[src/rtl/peak_detector.sv]
`default_nettype none
// ============================================================================
// Module      : peak_detector
// Description : Streaming peak finder for an unsigned magnitude stream.
//               Tracks the running maximum while the peak_stb_in gate is high.
//               A maximum is declared a peak when it survives NRX_TRIG further
//               accepted, non-exceeding samples, or when the gate drops or the
//               packet ends. Each peak produces a one-cycle peak_stb_out and a
//               single-beat AXI-Stream trigger token (out_tvalid/out_tlast).
// Ports       : clk          - sole clock, rising edge
//               reset        - asynchronous reset, active low
//               clear        - synchronous soft clear, active high
//               in_tdata     - sample magnitude (DATA_WIDTH, unsigned)
//               in_tvalid    - sample valid
//               in_tready    - sample accept (low only while a token is pending)
//               in_tlast     - last sample of packet
//               peak_stb_in  - gate, sampled with each accepted beat
//               peak_stb_out - one-cycle peak strobe
//               out_tvalid   - trigger token valid
//               out_tlast    - mirrors out_tvalid (single-beat packet)
//               out_tready   - trigger token accept
// Revision    : 1.0 - initial release
// ============================================================================
module peak_detector #(
  parameter int DATA_WIDTH = 16,
  parameter int NRX_TRIG   = 16
) (
  input  logic                  clk,
  input  logic                  reset,
  input  logic                  clear,
  input  logic [DATA_WIDTH-1:0] in_tdata,
  input  logic                  in_tvalid,
  output logic                  in_tready,
  input  logic                  in_tlast,
  input  logic                  peak_stb_in,
  output logic                  peak_stb_out,
  output logic                  out_tvalid,
  output logic                  out_tlast,
  input  logic                  out_tready
);

  localparam int              CNT_W = $clog2(NRX_TRIG + 1);
  localparam logic [CNT_W-1:0] NRX_C = CNT_W'(NRX_TRIG);

  typedef enum logic [1:0] {
    IDLE     = 2'd0,
    TRACK    = 2'd1,
    EMIT     = 2'd2,
    WAIT_LOW = 2'd3
  } state_t;

  state_t                  state;
  logic [DATA_WIDTH-1:0]   max_val;
  logic [CNT_W-1:0]        run_cnt;
  logic                    last_gate;   // gate of the confirming beat

  logic                    accept;
  logic                    exceed;
  logic [CNT_W-1:0]        run_next;

  assign accept   = in_tvalid && in_tready;
  assign exceed   = in_tdata > max_val;
  // Saturating increment; the count never wraps past NRX_TRIG.
  assign run_next = (run_cnt == NRX_C) ? run_cnt : run_cnt + CNT_W'(1);

  assign out_tlast = out_tvalid;

  always_ff @(posedge clk or negedge reset) begin
    if (!reset) begin
      state        <= IDLE;
      max_val      <= '0;
      run_cnt      <= '0;
      last_gate    <= 1'b0;
      peak_stb_out <= 1'b0;
      out_tvalid   <= 1'b0;
      in_tready    <= 1'b1;
    end else if (clear) begin
      state        <= IDLE;
      max_val      <= '0;
      run_cnt      <= '0;
      last_gate    <= 1'b0;
      peak_stb_out <= 1'b0;
      out_tvalid   <= 1'b0;
      in_tready    <= 1'b1;
    end else begin
      peak_stb_out <= 1'b0;
      case (state)
        IDLE: begin
          if (accept && peak_stb_in) begin
            max_val <= in_tdata;
            run_cnt <= '0;
            state   <= TRACK;
          end
        end

        TRACK: begin
          if (accept) begin
            if (!peak_stb_in || in_tlast) begin
              // Gate drop or end of packet: confirm now. A larger sample
              // arriving on a gated tlast beat is stored first.
              if (peak_stb_in && exceed) begin
                max_val <= in_tdata;
              end
              state        <= EMIT;
              peak_stb_out <= 1'b1;
              out_tvalid   <= 1'b1;
              in_tready    <= 1'b0;
              last_gate    <= peak_stb_in;
            end else if (exceed) begin
              max_val <= in_tdata;
              run_cnt <= '0;
            end else begin
              run_cnt <= run_next;
              if (run_next == NRX_C) begin
                state        <= EMIT;
                peak_stb_out <= 1'b1;
                out_tvalid   <= 1'b1;
                in_tready    <= 1'b0;
                last_gate    <= 1'b1;
              end
            end
          end
        end

        EMIT: begin
          if (out_tready) begin
            out_tvalid <= 1'b0;
            in_tready  <= 1'b1;
            if (last_gate) begin
              // Still inside the gated region: suppress further peaks.
              state <= WAIT_LOW;
            end else begin
              state   <= IDLE;
              max_val <= '0;
              run_cnt <= '0;
            end
          end
        end

        WAIT_LOW: begin
          if (accept && (!peak_stb_in || in_tlast)) begin
            state   <= IDLE;
            max_val <= '0;
            run_cnt <= '0;
          end
        end

        default: begin
          state <= IDLE;
        end
      endcase
    end
  end

endmodule
`default_nettype wire

[config.mk]
export PLATFORM = sky130hd
export DESIGN_NAME = peak_detector
export DESIGN_NICKNAME = d
export VERILOG_FILES = /design/src/rtl/peak_detector.sv
export SDC_FILE = /design/constraint.sdc
export NUM_CORES = 1
export LEC_CHECK = 0
export CAP_MARGIN = 20
export CORE_MARGIN = 2
export CORE_UTILIZATION = 45
export DETAILED_ROUTE_END_ITERATION = 7
export DONT_BUFFER_PORTS = 1
export HOLD_SLACK_MARGIN = 0.03
export PLACE_DENSITY = 0.58
export SYNTH_ARGS = -nofsm -noshare
export SYNTH_HDL_FRONTEND = slang
export SYNTH_SLANG_ARGS = --single-unit
[constraint.sdc]
create_clock -name clk -period 4.4 [get_ports clk]
set_input_delay 0.88 -clock clk [delete_from_list [all_inputs] [get_ports clk]]
set_output_delay 0.88 -clock clk [all_outputs]
set_load 0.01 [all_outputs]
-- Word level (Yosys, flattened, before mapping)
Cells that the tools add are included.
- $add $sub $neg: 1
- $lt $le $gt $ge: 1
- equality and inequality tests: 16
- muxes and demuxes: 54
- reductions and logical operators: 16
- operators with widths (kind ; number):
    16-bit two-way mux ; 9
    16-bit case mux with 4 select lines ; 1
    5-bit two-way mux ; 9
    1-bit two-way mux ; 22
    5-bit case mux with 4 select lines ; 1
    2-bit two-way mux ; 9
    3-bit inequality test (second input constant) ; 6
    16-bit > comparator ; 1
    4-bit inequality test (second input constant) ; 4
    6-bit AND reduction ; 2
    5-bit equality test (second input constant) ; 2
    2-bit case mux with 4 select lines ; 1
    7-bit AND reduction ; 1
    3-bit nonzero test ; 2
    5-bit by 1-bit adder with 5-bit output (second input constant) ; 1
    5-bit AND reduction ; 1
    2-bit equality test (second input constant) ; 2
    1-bit logical AND ; 4
    1-bit case mux with 2 select lines ; 2
    4-bit AND reduction ; 1
    2-bit nonzero test ; 2
    3-bit by 2-bit inequality test with 1-bit output (second input constant) ; 1
    2-bit by 1-bit equality test with 1-bit output (second input constant) ; 1
    2-bit logical NOT ; 1
    other kinds (2) ; 2
- bits in registers: 27
- bits of input ports: 23
- output and inout port bits: 4

-- Depth between registers and ports, before layout
- word-level depth: 9
- depth in mapped cells: 9

-- Least setup slack after synthesis
Ideal clock, no wire load.
- kind: input to register
- from: input in_tdata[15]
- to: register max_val[0]
- library setup time: 0.125 ns
- arrival time: 2.780 ns
- setup slack: 1.495 ns
- cell stages on the path: 7
- path through: ha_1 -> nand4_2 -> or4_4 -> o21ai_0 -> a31oi_2 -> o21ai_4 -> mux2_2
- longest elaborated chain between the ends: 4
- elaborated cells between the ends (all ways): 5
- those cells by class: 1 x order compare; 2 x eq/ne; 2 x reduce/logical
- RTL lines (what ; RTL line ; RTL):
    from (decl) ; 31 ; input logic [DATA_WIDTH-1:0] in_tdata,
    16-bit > comparator (*) ; 62 ; assign exceed = in_tdata > max_val;
    1-bit logical AND ; 101 ; if (peak_stb_in && exceed) begin
    4-bit inequality test (no source line) ; n/a ;
    7-bit AND reduction (no source line) (*) ; n/a ;
    to (signal assigned) ; 90 ; max_val <= in_tdata;
    to (signal assigned) ; 102 ; max_val <= in_tdata;
    to (signal assigned) ; 110 ; max_val <= in_tdata;
    to (decl) ; 53 ; logic [DATA_WIDTH-1:0] max_val;
Every way passes the cells marked *; elsewhere a longest branch is shown, timed or not.
A chain may end at the register's enable or synchronous reset.

-- Worst setup path after layout
- from: input in_tdata[14]
- to: register max_val[0]
The elaborated chain is that of the path after synthesis.

==> metrics.txt <==
Worst EP required=4.57 ns; post-synthesis compound-gate area fraction=0.163; via count of the first global-routing pass=1514; Async SR Flop Fraction=1.00; top post-synthesis cells by count=26 x dfrtp_1, 26 x nand2_1, 19 x inv_1, 18 x ha_1, 16 x mux2i_1; Crit Path Max Fanout=16; final WL=3.86 mm; Clock H-tree levels=1; Slew headroom=0.411; Cell Area, Synth=1890 sq um; # setup viols final=0; Flop pwr share=0.390; final slew viol count=0; Clk network pwr share=0.157; Setup CP Type=in -> reg; Final Skew=0.00588 ns; synthesized net count=246; Die Area=4740 sq um; core area=4030 sq um; final hold vios=0; buffer and inverter count on the worst path=0; Routed met1 length=1.79 mm; Final Critical Period=3.05 ns; io pins=27; Max Fclk=328 MHz; CTS Hold Bufs=0; largest net degree at the start of global routing=28; Sw Pwr=366 uW; Final TNS setup=0 ns; largest cells by area after synthesis=dfrtp_1 34%, ha_1 12%, mux2i_1 8.5%; total congestion overflow=0; vias per inst=5.70; Int Power=559 uW; largest family of logic cells by synthesized area=simple AND/OR/NAND/NOR gates; drt first pass iters=4; antenna violations before repair=0; Row Count=23; Comb pwr share=0.453; cell taking the most area after synthesis=dfrtp_1; Simple-Gate Fraction of Synth Area=0.195; CP delay by family, top=compound AO/OA/AOI/OAI gates; sequential area share after synthesis=0.358; Die Span X=68.8 microns; CP Capture Type=flop; PD cells=473 nW/um^2; root buffer cell=clkbuf_8; fill count=391; CTS tree=yes; dpl hpwl=2.96 mm; worst vdd ir=0.000326 V; Cell Chain, Critical Path=ha_1, nand4_2, or4_4, o21ai_0, a31oi_2, o21ai_4, mux2_2; Worst setup SP type=primary input; worst slew pin tran=0.880 ns; DR WL met3=232 microns; DR iter-0 viols=76; sw frac=0.396; Resized Gates After CTS=0; Yosys cell types=49; Synth Area in Adders=0.119; number of remaining DRC errors=0; routed len/inst=15.2 microns; Clock Path Buffers=2; metal2 WL=1.80 mm; Hold Crit Class=in -> async; RSZ-0062 raised after global routing=false; Post-synth EDFFs=0; cell count after synthesis=205; post-route ant nets=0; Diodes inserted=0; routed vias=1441; CTS Buf Count=3; Synth top area share=0.344; flops & latches, synth=27; status=complete, no violations; Starting Density=0.469; clock sink total=27; setup bufs post-CTS=0; Post-synth top flop=dfrtp_1; Worst-Skew Late Latency=0.27 ns; Lkg Pwr=0.000895 uW; Final Util=0.486; port bufs=0; GRT Util Overall=0.191; Crit path largest cell delay=0.60 ns; Avg Cell Area, Syn=9.22 sq um; Tcrit/Tclk final=0.694; Critical Path AT=3.22 ns; Max stage delay cell, worst path=o21ai_4; Reg clk slew, reported paths=0.10 ns; synth warn=0; layout cells sized above 1=0.0837; DR top layer=met4; area grow syn2layout=3.57%; Routability Congestion=0.917; xor/xnor share of the synthesized area=0.00927; nets=245; max cap viols=0; mux contribution to synthesized area=0.0907; die span in y=68.8 microns; first-pass GRT wire length=6.76 mm
==> final timing paths <==
path,startpoint,to,slack (ns),depth (start not counted)
worst min-delay path,reset,last_gate,0.29,0
worst max register to register,max_val[14],max_val[0],1.55,8
min in group clk,max_val[10],max_val[10],0.53,2
worst max-delay path,in_tdata[14],max_val[0],1.35,7
worst min register to register,max_val[10],max_val[10],0.53,2
max in group asynchronous,reset,in_tready,3.93,0
==> stage by stage <==
| stage | hold slack (ns) | std cells | setup WS (ns) | instance area, sq um | power [uW] |
|---|---|---|---|---|---|
| 6_report | 0.288 | 253 | 1.35 | 1960 | 925 |
| 5_1_grt | 0.253 | 253 | 1.28 | 1960 | 1010 |
| 4_1_cts | 0.272 | 253 | 1.38 | 1960 | 935 |
| 3_5_place_dp | 0.512 | 249 | 1.07 | 1910 | 786 |
| 3_3_place_gp | 0.498 | 249 | 1.14 | 1910 | 767 |
| 2_1_floorplan | 0.484 | 205 | 1.49 | 1890 | 714 |
==> worst register-to-register path: stages, from the launching register on <==
cell,delay [ns]
dfrtp_1,0.34
inv_1,0.05
ha_1,0.32
nand4_2,0.14
or4_4,0.58
o21ai_0,0.23
a31oi_2,0.08
o21ai_4,0.60
mux2_2,0.41
==> layer usage <==
layer / track usage / vias to the layer above
met4: 0.0417 / 0
li1: - / 722
met2: 0.321 / 31
met5: 0 / -
met1: 0.238 / 682
met3: 0.0617 / 6
==> cell usage in the layout (no fill, tap or decap), types with 2 or more instances in the layout <==
cell and n:
nand2_1 26, dfrtp_1 26, inv_1 19, ha_1 18, mux2i_1 16, nor2_1 13
a21oi_1 8, nor3_1 7, o21ai_0 7, a21o_1 6, nand3_1 6, nor2b_1 3
a2111oi_0 3, clkbuf_8 3, o211ai_1 2, nand4_1 2, a31oi_1 2, nand3b_1 2
and3_1 2, nor3b_1 2, nand2b_1 2, a22o_2 2
==> power by group through the flow <==
stage	Clock [uW]	Combinational (uW)	Sequential (uW)
2_1_floorplan	0	373	341
3_3_place_gp	0	403	363
3_5_place_dp	0	420	365
4_1_cts	154	422	360
5_1_grt	166	479	370
6_report	145	419	361
==> sequential cells by signal, summed over array words and instances (netlist names) <==
signal,count
out_tlast,1
in_tready,1
max_val,16
run_cnt,5
last_gate,1
state,2
peak_stb_out,1
==> logic make-up after synthesis <==
| logic type | Yosys count |
|---|---|
| adder cells (fa/ha/maj) | 18 |
| AND/OR/NAND/NOR | 73 |
| multiplexers | 17 |
| flip-flops | 27 |
| buffers and inverters | 26 |
| XOR/XNOR | 2 |
| AO/OA/AOI/OAI | 42 |
==> area by class of cell <==
class / count / area [sq um] / area share
multi-input combinational: 152 / 1090 / 0.557
clock inverter: 1 / 7.51 / 0.00383
tap: 50 / 62.6 / 0.0319
clock buffer: 3 / 41.3 / 0.0211
inverter: 19 / 71.3 / 0.0364
timing repair buffer: 1 / 7.51 / 0.00383
sequential: 27 / 677 / 0.346
Power figures use the tool's default switching activity.
